[config.mk]
export PLATFORM = sky130hd
export DESIGN_NAME = multicycle_control_fsm
export DESIGN_NICKNAME = d
export VERILOG_FILES = /design/src/rtl/multicycle_control_fsm.sv
export SDC_FILE = /design/constraint.sdc
export NUM_CORES = 1
export LEC_CHECK = 0
export CORE_UTILIZATION = 40
export CTS_CLUSTER_DIAMETER = 60
export DETAILED_ROUTE_END_ITERATION = 7
export PLACE_DENSITY = 0.75
export SYNTH_ARGS = -nofsm -noshare
export SYNTH_HDL_FRONTEND = slang
export SYNTH_SLANG_ARGS = --single-unit
[constraint.sdc]
create_clock -name clk -period 2.2 [get_ports clk]
set_input_delay 0.33 -clock clk [delete_from_list [all_inputs] [get_ports clk]]
set_output_delay 0.33 -clock clk [all_outputs]
set_load 0.02 [all_outputs]
[src/rtl/multicycle_control_fsm.sv]
// multicycle_control_fsm: multi-cycle RISC-V main controller; sequences each instruction,
// stalls on MemReady and counts retired instructions.
module multicycle_control_fsm #(
  parameter int CNT_W = 32
) (
  input  logic             clk,
  input  logic             rst_n,
  input  logic [6:0]       op,
  input  logic             Zero,
  input  logic             MemReady,
  output logic             PCWrite,
  output logic             AdrSrc,
  output logic             MemWrite,
  output logic             IRWrite,
  output logic [1:0]       ResultSrc,
  output logic [1:0]       ALUSrcA,
  output logic [1:0]       ALUSrcB,
  output logic [1:0]       ALUOp,
  output logic             RegWrite,
  output logic             Illegal,
  output logic [CNT_W-1:0] InstrCount,
  output logic [3:0]       StateOut
);
  typedef enum logic [3:0] {
    FETCH, DECODE, MEMADR, MEMREAD, MEMWB, MEMWRITE,
    EXECUTER, EXECUTEI, ALUWB, JAL, BEQ
  } state_t;
  typedef struct packed {
    logic       fetch;
    logic       pc_update;
    logic       branch;
    logic       adr_src;
    logic       mem_write;
    logic       reg_write;
    logic [1:0] result_src;
    logic [1:0] alu_src_a;
    logic [1:0] alu_src_b;
    logic [1:0] alu_op;
  } ctrl_t;
  localparam logic [6:0] OP_LW  = 7'b0000011;
  localparam logic [6:0] OP_SW  = 7'b0100011;
  localparam logic [6:0] OP_R   = 7'b0110011;
  localparam logic [6:0] OP_I   = 7'b0010011;
  localparam logic [6:0] OP_JAL = 7'b1101111;
  localparam logic [6:0] OP_BEQ = 7'b1100011;
  state_t            state_q, state_d;
  ctrl_t             ctrl_q;
  logic [CNT_W-1:0]  cnt_q;
  logic              retire;
  // Moore control word for a state; registered from the next state so it lines up with state_q.
  function automatic ctrl_t decode(input state_t s);
    ctrl_t c;
    c = '0;
    case (s)
      FETCH:    begin c.fetch = 1'b1; c.alu_src_b = 2'b10; c.result_src = 2'b10; end
      DECODE:   begin c.alu_src_a = 2'b01; c.alu_src_b = 2'b01; end
      MEMADR:   begin c.alu_src_a = 2'b10; c.alu_src_b = 2'b01; end
      MEMREAD:  c.adr_src = 1'b1;
      MEMWB:    begin c.result_src = 2'b01; c.reg_write = 1'b1; end
      MEMWRITE: begin c.adr_src = 1'b1; c.mem_write = 1'b1; end
      EXECUTER: begin c.alu_src_a = 2'b10; c.alu_op = 2'b10; end
      EXECUTEI: begin c.alu_src_a = 2'b10; c.alu_src_b = 2'b01; c.alu_op = 2'b10; end
      ALUWB:    c.reg_write = 1'b1;
      JAL:      begin c.alu_src_a = 2'b01; c.alu_src_b = 2'b10; c.pc_update = 1'b1; end
      BEQ:      begin c.alu_src_a = 2'b10; c.alu_op = 2'b01; c.branch = 1'b1; end
      default:  c = '0;
    endcase
    return c;
  endfunction
  always_comb begin
    state_d = FETCH;
    case (state_q)
      FETCH:    state_d = MemReady ? DECODE : FETCH;
      DECODE:   state_d = (op == OP_LW || op == OP_SW) ? MEMADR :
                          (op == OP_R)   ? EXECUTER :
                          (op == OP_I)   ? EXECUTEI :
                          (op == OP_JAL) ? JAL :
                          (op == OP_BEQ) ? BEQ : FETCH;
      MEMADR:   state_d = (op == OP_LW) ? MEMREAD : MEMWRITE;
      MEMREAD:  state_d = MemReady ? MEMWB : MEMREAD;
      MEMWRITE: state_d = MemReady ? FETCH : MEMWRITE;
      EXECUTER: state_d = ALUWB;
      EXECUTEI: state_d = ALUWB;
      JAL:      state_d = ALUWB;
      default:  state_d = FETCH;
    endcase
  end
  assign retire = (state_d == FETCH) &&
                  (state_q == MEMWB || state_q == MEMWRITE || state_q == ALUWB || state_q == BEQ);
  always_ff @(posedge clk or negedge rst_n) begin
    if (!rst_n) begin
      state_q <= FETCH;
      ctrl_q  <= decode(FETCH);
      cnt_q   <= '0;
    end else begin
      state_q <= state_d;
      ctrl_q  <= decode(state_d);
      if (retire) cnt_q <= cnt_q + CNT_W'(1);
    end
  end
  // Strobes are gated by rst_n so nothing is written while reset is held.
  assign PCWrite    = rst_n & ((ctrl_q.fetch & MemReady) | ctrl_q.pc_update | (ctrl_q.branch & Zero));
  assign IRWrite    = rst_n & ctrl_q.fetch & MemReady;
  assign MemWrite   = rst_n & ctrl_q.mem_write;
  assign RegWrite   = rst_n & ctrl_q.reg_write;
  assign Illegal    = rst_n && state_q == DECODE &&
                      !(op inside {OP_LW, OP_SW, OP_R, OP_I, OP_JAL, OP_BEQ});
  assign AdrSrc     = ctrl_q.adr_src;
  assign ResultSrc  = ctrl_q.result_src;
  assign ALUSrcA    = ctrl_q.alu_src_a;
  assign ALUSrcB    = ctrl_q.alu_src_b;
  assign ALUOp      = ctrl_q.alu_op;
  assign InstrCount = cnt_q;
  assign StateOut   = state_q;
endmodule
# [Word level (Yosys, flattened, before mapping)]
# Index checks and enable logic that the tools add are counted.
[totals] in_bits=11 word_cells=87 out_inout_bits=50 ff_bits=50
[classes] n_bitwise=9 n_reduce_logical=19 eq_ne=26 mux=20 n_addsub=1
[op_table] operator="32-bit by 1-bit adder with 32-bit output, second input constant" count=1
[op_table] operator="4-bit by 3-bit == test with 1-bit output, second input constant" count=8
[op_table] operator="4-bit == test, second input constant" count=6
[op_table] operator="4-bit case mux with 6 select lines" count=1
[op_table] operator="4-bit two-way mux" count=5
[op_table] operator="4-bit by 2-bit == test with 1-bit output, second input constant" count=4
[op_table] operator="2-bit case mux with 2 select lines" count=4
[op_table] operator="7-bit by 6-bit == test with 1-bit output, second input constant" count=2
[op_table] operator="7-bit == test, second input constant" count=2
[op_table] operator="2-bit OR reduction" count=5
[op_table] operator="3-bit two-way mux" count=3
[op_table] operator="4-bit by 1-bit == test with 1-bit output, second input constant" count=2
[op_table] operator="4-bit logical NOT" count=2
[op_table] operator="1-bit AND" count=7
[op_table] operator="7-bit by 2-bit == test with 1-bit output, second input constant" count=1
[op_table] operator="7-bit by 5-bit == test with 1-bit output, second input constant" count=1
[op_table] operator="1-bit two-way mux" count=7
[op_table] operator="6-bit nonzero test" count=1
[op_table] operator="3-bit OR reduction" count=2
[op_table] operator="1-bit logical OR" count=4
[op_table] operator="4-bit OR reduction" count=1
[op_table] operator="1-bit logical AND" count=3
[op_table] operator="1-bit bitwise OR" count=2
[op_table] operator="1-bit logical NOT" count=1

# [Longest topological paths before layout]
# Gate-level depths: netlist of run 1.
[depth] ltp_word=10 depth_mapped=7 ltp_nobuf=5

# [Worst setup path after synthesis of run 1]
# Ideal clock, no wire load.
[synth_path] path_kind="reg2reg" start="reg state_q[3], in the netlist StateOut[3]" end="reg cnt_q[1], in the netlist InstrCount[1]" slack_ns=0.016 path_stages_with_launch=6 setup_ns=0.127 t_arrival_ns=2.056 path_cell_list="dfrtp_1 > buf_2 > or4b_4 > nor4_4 > a2111oi_4 > mux2_1"
[synth_between] elab_chain_len=5 word_cells_on_any_way=18 classes_between="eq/ne (10); mux (1); reduce/logical (7)"
[synth_lines] item="start: declaration" line="46" rtl="state_t state_q, state_d;"
[synth_lines] item="start signal: assignment" line="96" rtl="state_q <= state_d;"
[synth_lines] item="4-bit == test, or another cell as far along" line="72" rtl="case (state_q)"
[synth_lines] item="3-bit OR reduction (no source line) / 1-bit logical OR (equally long branches)"
[synth_lines] item="4-bit case mux with 6 select lines / 1-bit logical OR (equally long branches)" line="72, 89"
[synth_lines] item="4-bit logical NOT / 1-bit logical OR (equally long branches)" line="88, 89"
[synth_lines] item="1-bit logical AND *" line="88" rtl="assign retire = (state_d == FETCH) &&"
[synth_lines] item="end signal: assignment" line="98" rtl="if (retire) cnt_q <= cnt_q + CNT_W'(1);"
[synth_lines] item="end: declaration" line="48" rtl="logic [CNT_W-1:0] cnt_q;"
# Mark *: on every way between the ends. The rest lies on a longest branch, timed or not.
# A chain may end at the register's enable or synchronous reset.

# [Worst setup path in the final report of run 1]
[layout_path] start="in MemReady" end="out PCWrite"
[layout_between] elab_chain_len=4
[layout_lines] item="start: declaration" line="10" rtl="input logic MemReady,"
[layout_lines] item="1-bit AND" line="102" rtl="assign PCWrite = rst_n & ((ctrl_q.fetch & MemReady) | ctrl_q.pc_update | (ctrl_q.branch & Zero));"
[layout_lines] item="1-bit bitwise OR (2 in a row)" line="102"
[layout_lines] item="1-bit AND" line="102"
[layout_lines] item="end: declaration" line="11" rtl="output logic PCWrite,"
# No other way between the ends.

==> results of run 1 <==
[state kept, by name, summed over array words and instances, names as in the netlist]
| signal | flops |
|---|---|
| ALUSrcA | 2 |
| StateOut | 4 |
| ALUOp | 2 |
| ResultSrc | 1 |
| ALUSrcB | 2 |
| AdrSrc | 1 |
| ctrl_q | 4 |
| InstrCount | 32 |
[per-layer routing]
layer | wire length (um) | global-route usage
met1 | 2520 | 0.251
met4 | 71 | 0.0750
met3 | 225 | 0.0352
met2 | 2380 | 0.296
met5 | 0 | 0
[cells in the final DEF, fill, tap and decap left out, drive strengths merged, types with 3 or more instances in the layout]
cell / count
nand4: 11
nand3: 14
buf: 32
inv: 7
a2111oi: 4
xnor2: 29
or2: 4
nand2: 17
and3: 9
and2: 4
dfrtp: 46
clkdlybuf4s50: 58
xor2: 3
nor3: 4
nor2b: 4
clkbuf: 7
nor2: 6
o211ai: 3
[cell families after synthesis]
family / share of synthesized area
adder cells (fa/ha/maj): 0.00513
multiplexers: 0.00924
AO/OA/AOI/OAI: 0.0970
AND/OR/NAND/NOR: 0.230
buffers and inverters: 0.0498
XOR/XNOR: 0.115
flip-flops: 0.494
[path summary, 6_finish.rpt]
| check | start | end | slack, ns | depth (start not counted) |
|---|---|---|---|---|
| setup / recovery | MemReady | PCWrite | 0.04 | 5 |
| hold / removal | rst_n | AdrSrc | 0.41 | 2 |
| setup reg to reg | StateOut[0] | InstrCount[1] | 0.09 | 4 |
| hold reg to reg | InstrCount[31] | InstrCount[31] | 0.48 | 1 |
| max in group asynchronous | rst_n | ctrl_q[13] | 1.20 | 3 |
| min in group clk | InstrCount[31] | InstrCount[31] | 0.48 | 1 |
[what timing repair did]
| item | in CTS | in global routing |
|---|---|---|
| hold buffers | 1 | 0 |
| cloned | 0 | 0 |
| endpoints found under the hold margin | 4 | 0 |
| gates resized for setup | 3 | 5 |
| buffers inserted | 0 | 4 |
| endpoints found under the setup margin | 2 | 16 |
| pin swaps | 0 | 1 |
[per-stage QoR]
stage	utilization	hold slack, ns	worst slack [ns]	std cells
2_1_floorplan	-	0.0344	0.0162	212
3_3_place_gp	0.553	0.186	-0.218	363
3_5_place_dp	0.553	0.188	-0.239	363
4_1_cts	0.574	0.406	0.00918	372
5_1_grt	0.581	0.401	-0.0142	376
6_report	0.581	0.409	0.0449	376
[report_power, final]
group	switching, W	internal, W	leakage [nW]	total, W
Combinational	0.000171	0.000185	0.756	0.000356
Clock	0.000280	0.000337	0.0552	0.000617
Sequential	0.0000626	0.000930	0.645	0.000993
[final cells by class]
type,count,area [um^2]
Clock inverter,2,35.0
Multi-Input combinational cell,145,1130
Timing Repair Buffer,93,861
Sequential cell,48,1210
Inverter,7,26.3
Tap cell,75,93.8
Fill cell,496,2460
Clock buffer,6,72.6
[critical path: cells and delay by family]
family	cells	cell delay [ns]
and+or+nand+nor	1	0.07
buffers and inverters	3	1.14
AOI/OAI and AO/OA	1	0.28
==> metrics.txt, run 1 <==
commonest cells in the synthesized netlist=dfrtp_1, xnor2_1, nand2_1, nand4_1; first-pass GRT wire length=9110 um; Pins Over Slew Limit=0; Pwr Total=0.00197 W; Max Cap Violations=0; area share of the largest cell type after synthesis=0.472; post-route minimum period=2.16 ns; register area share after synthesis=0.494; Final Hold Viols=0; status=finished, final reports clean; global route overflow=0; CTS buffer count=5; setup violators final=0; fin crit share=0.980; largest net degree at the start of global routing=29; Initial Utilization=0.414; # DRC=0; RePlAce Congestion=0.858; final wirelength=5190 um; Max FO, Critical Path=7; worst min path class=primary input to async pin; initial antenna violation count=0; die area=0.00641 mm^2; Synth area leaders=dfrtp_1, xnor2_1, a2111oi_4, nand3_2, nand4_1; critical path's most frequent cell=clkdlybuf4s50_1; crit path cell chain=clkdlybuf4s50_1 > buf_4 > a221oi_1 > nor2b_1 > clkdlybuf4s50_1; TritonCTS clock tree=yes; HPWL Detailed=3930 um; async set or reset register ratio after synthesis=1.00; Worst-path clk slew=0.08 ns; clock skew=0.00913 ns; DP Area=0.00325 mm^2; share of post-route cells with drive strength above 1=0.219; Total Neg Setup Slack=0 ns; H-tree levels=2; CP arrival=1.83 ns; Die Wd=80.1 um; YS warnings=0; Yosys reg bits=48; I/O pin cnt=61; via/cell ratio=5.04; overall routing resource usage=0.187; Crit. End Element=output pin; DR WL/cell=13.8 um; vias in the first global route=1,913; clk root buf=clkbuf_8; IO Port Bufs=60; clk_lat worst skew=0.30 ns; Yosys top cell by area=dfrtp_1; Critical Path RT=1.87 ns; top_reg_cell synth=dfrtp_1; Slew @ Worst Pin=0.482 ns; Cells after Synth=212; Peak Freq=0.464 GHz; Longest Clk Path Bufs=2; std cell rows=28; most frequent cell after synthesis=dfrtp_1; number of flops mapped to enable cells by yosys=0; synth unique cells=48; Setup CP Type=primary input to output pin; Leakage Power=1.46 nW; Syn Nets=224; critical path's largest stage delay=0.54 ns; DR pass1 iterations=4; DR iter-0 viols=161; power density over the cells=575 mW/mm^2; Startpoint Class=primary input; Routed Antenna Nets=0; Slew Limit Headroom=0.676; Slowest-stage cell, CP=clkdlybuf4s50_1; RSZ-0062 raised after global routing=true; via count=1,894; Area Overhead vs Synth=40.3%; post-route cell area=0.00342 mm^2; Sink Count=48; post-synthesis average cell area=11.5 um^2; nets@finish=312; chip height=80.1 um; ant diodes=0; mapped cell area=0.00244 mm^2; Core Region=0.00589 mm^2; VDD IR max=0.382 mV
Power figures use the tool's default switching activity.
==> run 2: changes to the inputs <==
PLACE_DENSITY = 0.67   (was 0.75)
==> metrics.txt, run 2 (synthesized netlist as in run 1, its figures left out) <==
status=finished, final reports clean; I/O pin cnt=61 (unchanged); via/cell ratio=4.92 (-2.3%); post-route minimum period=2.14 ns (-0.0164 ns); via count=1,845 (-2.6%); std cell rows=28 (unchanged); Sink Count=48 (unchanged); global route overflow=0 (unchanged); TritonCTS clock tree=yes; initial antenna violation count=0 (unchanged); Initial Utilization=0.414 (unchanged); Leakage Power=1.46 nW (+0.11%); HPWL Detailed=3840 um (-2.4%); clk root buf=clkbuf_8; RSZ-0062 raised after global routing=true; die area=0.00641 mm^2 (unchanged); Final Util=0.578 (-0.00361); met2 Use GR=0.285 (-0.0111); Max FO, Critical Path=7 (unchanged); met1 GRT Util=0.240 (-0.0115); overall routing resource usage=0.179 (-0.00760); max FFs per register=32 (unchanged); Pins Over Slew Limit=0 (unchanged); chip height=80.1 um (unchanged); # DRC=0 (unchanged); commonest non-fill, non-tap cell in the layout=clkdlybuf4s50_1; Area Overhead vs Synth=39.5%; Final Hold Viols=0 (unchanged); Finished Layout Cells=375 (-0.27%); Routed Antenna Nets=0 (unchanged); CTS buffer count=5 (unchanged); clk_lat worst skew=0.31 ns (about the same); Max Cap Violations=0 (unchanged); ant diodes=0 (unchanged); Setup CP Type=primary input to output pin; Crit. End Element=output pin; Longest Clk Path Bufs=2 (unchanged); DR pass1 iterations=4 (unchanged); IO Port Bufs=60 (unchanged); Slew @ Worst Pin=0.441 ns (-0.0408 ns); H-tree levels=2 (unchanged); Slew Limit Headroom=0.706 (+0.0297); vias in the first global route=1,847 (-3.5%); final wirelength=5110 um (-1.5%); Startpoint Class=primary input; Worst-path clk slew=0.09 ns (about the same); GRT busiest layer=met2; Peak Freq=0.468 GHz (+0.77%); RePlAce Congestion=0.858 (about the same); commonest cells after routing, fill and taps aside=clkdlybuf4s50_1, dfrtp_1, buf_4, xnor2_1, nand2_1; worst min path class=primary input to async pin; VDD IR max=0.292 mV (-24%); fin crit share=0.972 (-0.00747); FF-to-FF setup slack=0.11 ns (+0.02 ns); largest net degree at the start of global routing=34 (+17%); DR WL/cell=13.6 um (-1.2%); clock skew=0.00664 ns (-0.00249 ns); power density over the cells=558 mW/mm^2 (-2.9%); first-pass GRT wire length=8770 um (-3.8%); GR Util met3=0.0386 (+0.00341); Critical Path RT=1.87 ns (about the same); DR iter-0 viols=137 (-15%); placed insts=364 (+0.28%); nets@finish=311 (-0.32%); CP arrival=1.81 ns (-0.02 ns); share of post-route cells with drive strength above 1=0.227 (+0.00740); setup violators final=0 (unchanged); Core Region=0.00589 mm^2 (unchanged); Die Wd=80.1 um (unchanged)
## run 2: path summary, 6_finish.rpt
path	startpoint	endpoint	cells past startpoint
setup / recovery	MemReady	PCWrite	5
hold / removal	rst_n	StateOut[1]	2
setup reg to reg	StateOut[1]	ALUSrcB[0]	5
hold reg to reg	InstrCount[31]	InstrCount[31]	1
max in group asynchronous	rst_n	StateOut[0]	2
min in group clk	InstrCount[31]	InstrCount[31]	1
## run 2: timing repair
item / CTS / global route
setup buffers: 0 / 2
gates resized for setup: 2 / 7
pin swaps: 0 / 2
endpoints found under the setup margin: 2 / 35
hold buffers: 1 / 0
endpoints found under the hold margin: 7 / 0
## run 2: worst max-delay path, stage by stage
cell	delay, ns
clkdlybuf4s50_1	0.44
buf_4	0.18
a221oi_1	0.26
nor2b_1	0.07
clkdlybuf4s50_1	0.53
## run 2: cell type report
class                   instances  area (um^2)
clock buffers                   6         82.6
clock inverters                 2         13.8
fillers                       537         2490
inverters                       7         26.3
multi-input cells             145         1130
flip-flops and latches         48         1200
well taps                      75         93.8
repair buffers                 92          846
## run 2: through the flow
stage,instance area (um^2),setup slack (ns),hold WS [ns],total power (W),setup TNS [ns]
floorplan,2440,0.0162,0.0344,0.00117,0
global placement,3260,-0.230,0.213,0.00135,-6.51
detailed placement,3260,-0.251,0.216,0.00135,-7.21
CTS,3370,0.00258,0.0375,0.00191,0
global route,3400,-0.00249,0.0476,0.00199,-0.00423
finish,3400,0.0614,0.0348,0.00190,0
## run 2: routing by layer
| metal | vias up | routed length (um) |
|---|---|---|
| met5 | - | 0 |
| met4 | 0 | 71 |
| met3 | 7 | 220 |
| met2 | 45 | 2400 |
| met1 | 873 | 2420 |
| li1 | 920 | - |
## run 2: power by group
group / switching (W) / leakage [nW] / internal [W]
Clock: 0.000300 / 0.0516 / 0.000257
Sequential: 0.0000588 / 0.647 / 0.000930
Combinational: 0.000171 / 0.760 / 0.000181
==> run 3: changes to the inputs <==
clock period = 2.4 ns   (was 2.2 ns; I/O delays follow)
==> metrics.txt, run 3 (synthesized netlist as in run 1, its figures left out) <==
IO Port Bufs=60 (unchanged); Max FO, Critical Path=13 (+6); ant diodes=0 (unchanged); commonest non-fill, non-tap cell in the layout=clkdlybuf4s50_1; r2r startpoint=StateOut[0]; CP arrival=1.91 ns (+0.10 ns); Die Wd=80.1 um (unchanged); VDD IR max=0.230 mV (-21%); final wirelength=4800 um (-6.1%); Comb pwr share=0.174 (-0.012); Crit. End Element=output pin; final worst slack=0.131 ns (+0.0698 ns); Slew @ Worst Pin=0.424 ns (-0.0173 ns); via/cell ratio=5.02 (+2.0%); via count=1,842 (-0.16%); CTS buffer count=5 (unchanged); std cell rows=28 (unchanged); switch share=0.258 (-0.0211); post-route minimum period=2.27 ns; reg2reg end=InstrCount[1]; HPWL Detailed=3640 um (-5.2%); chip height=80.1 um (unchanged); placed insts=358 (-1.6%); pre-CTS WS=-0.111 ns (+0.140 ns); Core Region=0.00589 mm^2 (unchanged); worst hold margin=0.459 ns (+0.424 ns); nets@finish=303 (-2.6%); worst min path class=primary input to async pin; P_sw=0.000459 W (-13%); Area Overhead vs Synth=37.0%; I/O pin cnt=61 (unchanged); Clock power frac=0.315 (+0.022); Finished Layout Cells=367 (-2.1%); setup violators final=0 (unchanged); Total Neg Setup Slack=0 ns (unchanged); share of power burned in registers=0.511 (-0.010); Worst-path clk slew=0.09 ns (about the same); Max Cap Violations=0 (unchanged); Slew Limit Headroom=0.717 (+0.0115); Int Pwr=0.00132 W (-3.6%); crit path launch=rst_n; first-pass GRT wire length=8350 um (-4.8%); # DRC=0 (unchanged); RePlAce Congestion=0.795 (-7.3%); share of post-route cells with drive strength above 1=0.185 (-0.0417); max FFs per register=32 (unchanged); initial antenna violation count=0 (unchanged); Setup CP Type=primary input to output pin; Peak Freq=0.441 GHz; DR pass1 iterations=4 (unchanged); FF-to-FF setup slack=0.25 ns (+0.14 ns); Startpoint Class=primary input; Initial Utilization=0.414 (unchanged); commonest cells after routing, fill and taps aside=clkdlybuf4s50_1, dfrtp_1, xnor2_1, buf_4, nand2_1; die area=0.00641 mm^2 (unchanged); H-tree levels=2 (unchanged); clk_lat worst skew=0.29 ns (-0.02 ns); Sink Count=48 (unchanged); vias in the first global route=1,790 (-3.1%); RSZ-0062 raised after global routing=false; Final Hold Viols=0 (unchanged); fin crit share=0.945; global route overflow=0 (unchanged); TritonCTS clock tree=yes; depth of the most critical reg-to-reg path=4 (-1); Routed Antenna Nets=0 (unchanged); Pins Over Slew Limit=0 (unchanged); power density over the cells=532 mW/mm^2 (-4.7%); Critical Path RT=2.04 ns (+0.17 ns); Longest Clk Path Bufs=2 (unchanged); status=finished, final reports clean; DR iter-0 viols=134 (-2.2%); clk root buf=clkbuf_8; overall routing resource usage=0.165 (-0.0138); clock skew=0.0115 ns (+0.00489 ns); Leakage Power=1.41 nW (-3.0%); largest net degree at the start of global routing=34 (unchanged); DR WL/cell=13.1 um (-4.1%)
-- run 3: stage by stage --
stage	cell area (um^2)	util	total power (W)
6_report	3340	0.567	0.00178
5_1_grt	3340	0.567	0.00187
4_1_cts	3340	0.567	0.00180
3_5_place_dp	3220	0.547	0.00124
3_3_place_gp	3220	0.547	0.00123
2_1_floorplan	2440	-	0.00107
-- run 3: worst max-delay path, cell delays in order --
cell             delay, ns
dlygate4sd3_1         0.53
buf_2                 0.24
and3_1                0.18
clkdlybuf4s50_1       0.59
-- run 3: worst max path at each step --
stage,to,depth (start not counted)
3_5_place_dp,InstrCount[28],7
5_1_grt,IRWrite,4
3_3_place_gp,InstrCount[26],7
4_1_cts,IRWrite,4
6_report,IRWrite,4
2_1_floorplan,InstrCount[1],5
-- run 3: repair_timing --
item,CTS,global route
endpoints found under the hold margin,6,0
setup buffers,0,0
hold buffers,1,0
setup endpoints to repair,1,0
gates resized for setup,2,0
-- run 3: power by group through the flow --
stage	clock network [W]	registers (W)	logic (W)
final	0.000560	0.000907	0.000310
after global routing	0.000614	0.000917	0.000342
after CTS	0.000578	0.000908	0.000315
after global placement	0	0.000922	0.000310
after detailed placement	0	0.000922	0.000313
after floorplan	0	0.000948	0.000126
-- run 3: layout make-up --
type | instances | area (um^2)
multi-input cells | 145 | 1120
clock buffers | 6 | 72.6
well taps | 75 | 93.8
inverters | 7 | 26.3
clock inverters | 2 | 35.0
repair buffers | 84 | 790
fillers | 526 | 2550
flip-flops and latches | 48 | 1200
-- run 3: metal layers --
layer | global-route usage | vias up | routed length, um | part of all wire
met5 | 0 | - | 0 | 0
met4 | 0.0464 | 0 | 56 | 0.012
met3 | 0.0307 | 4 | 195 | 0.041
met2 | 0.260 | 47 | 2200 | 0.46
met1 | 0.233 | 890 | 2350 | 0.49
li1 | - | 901 | - | -
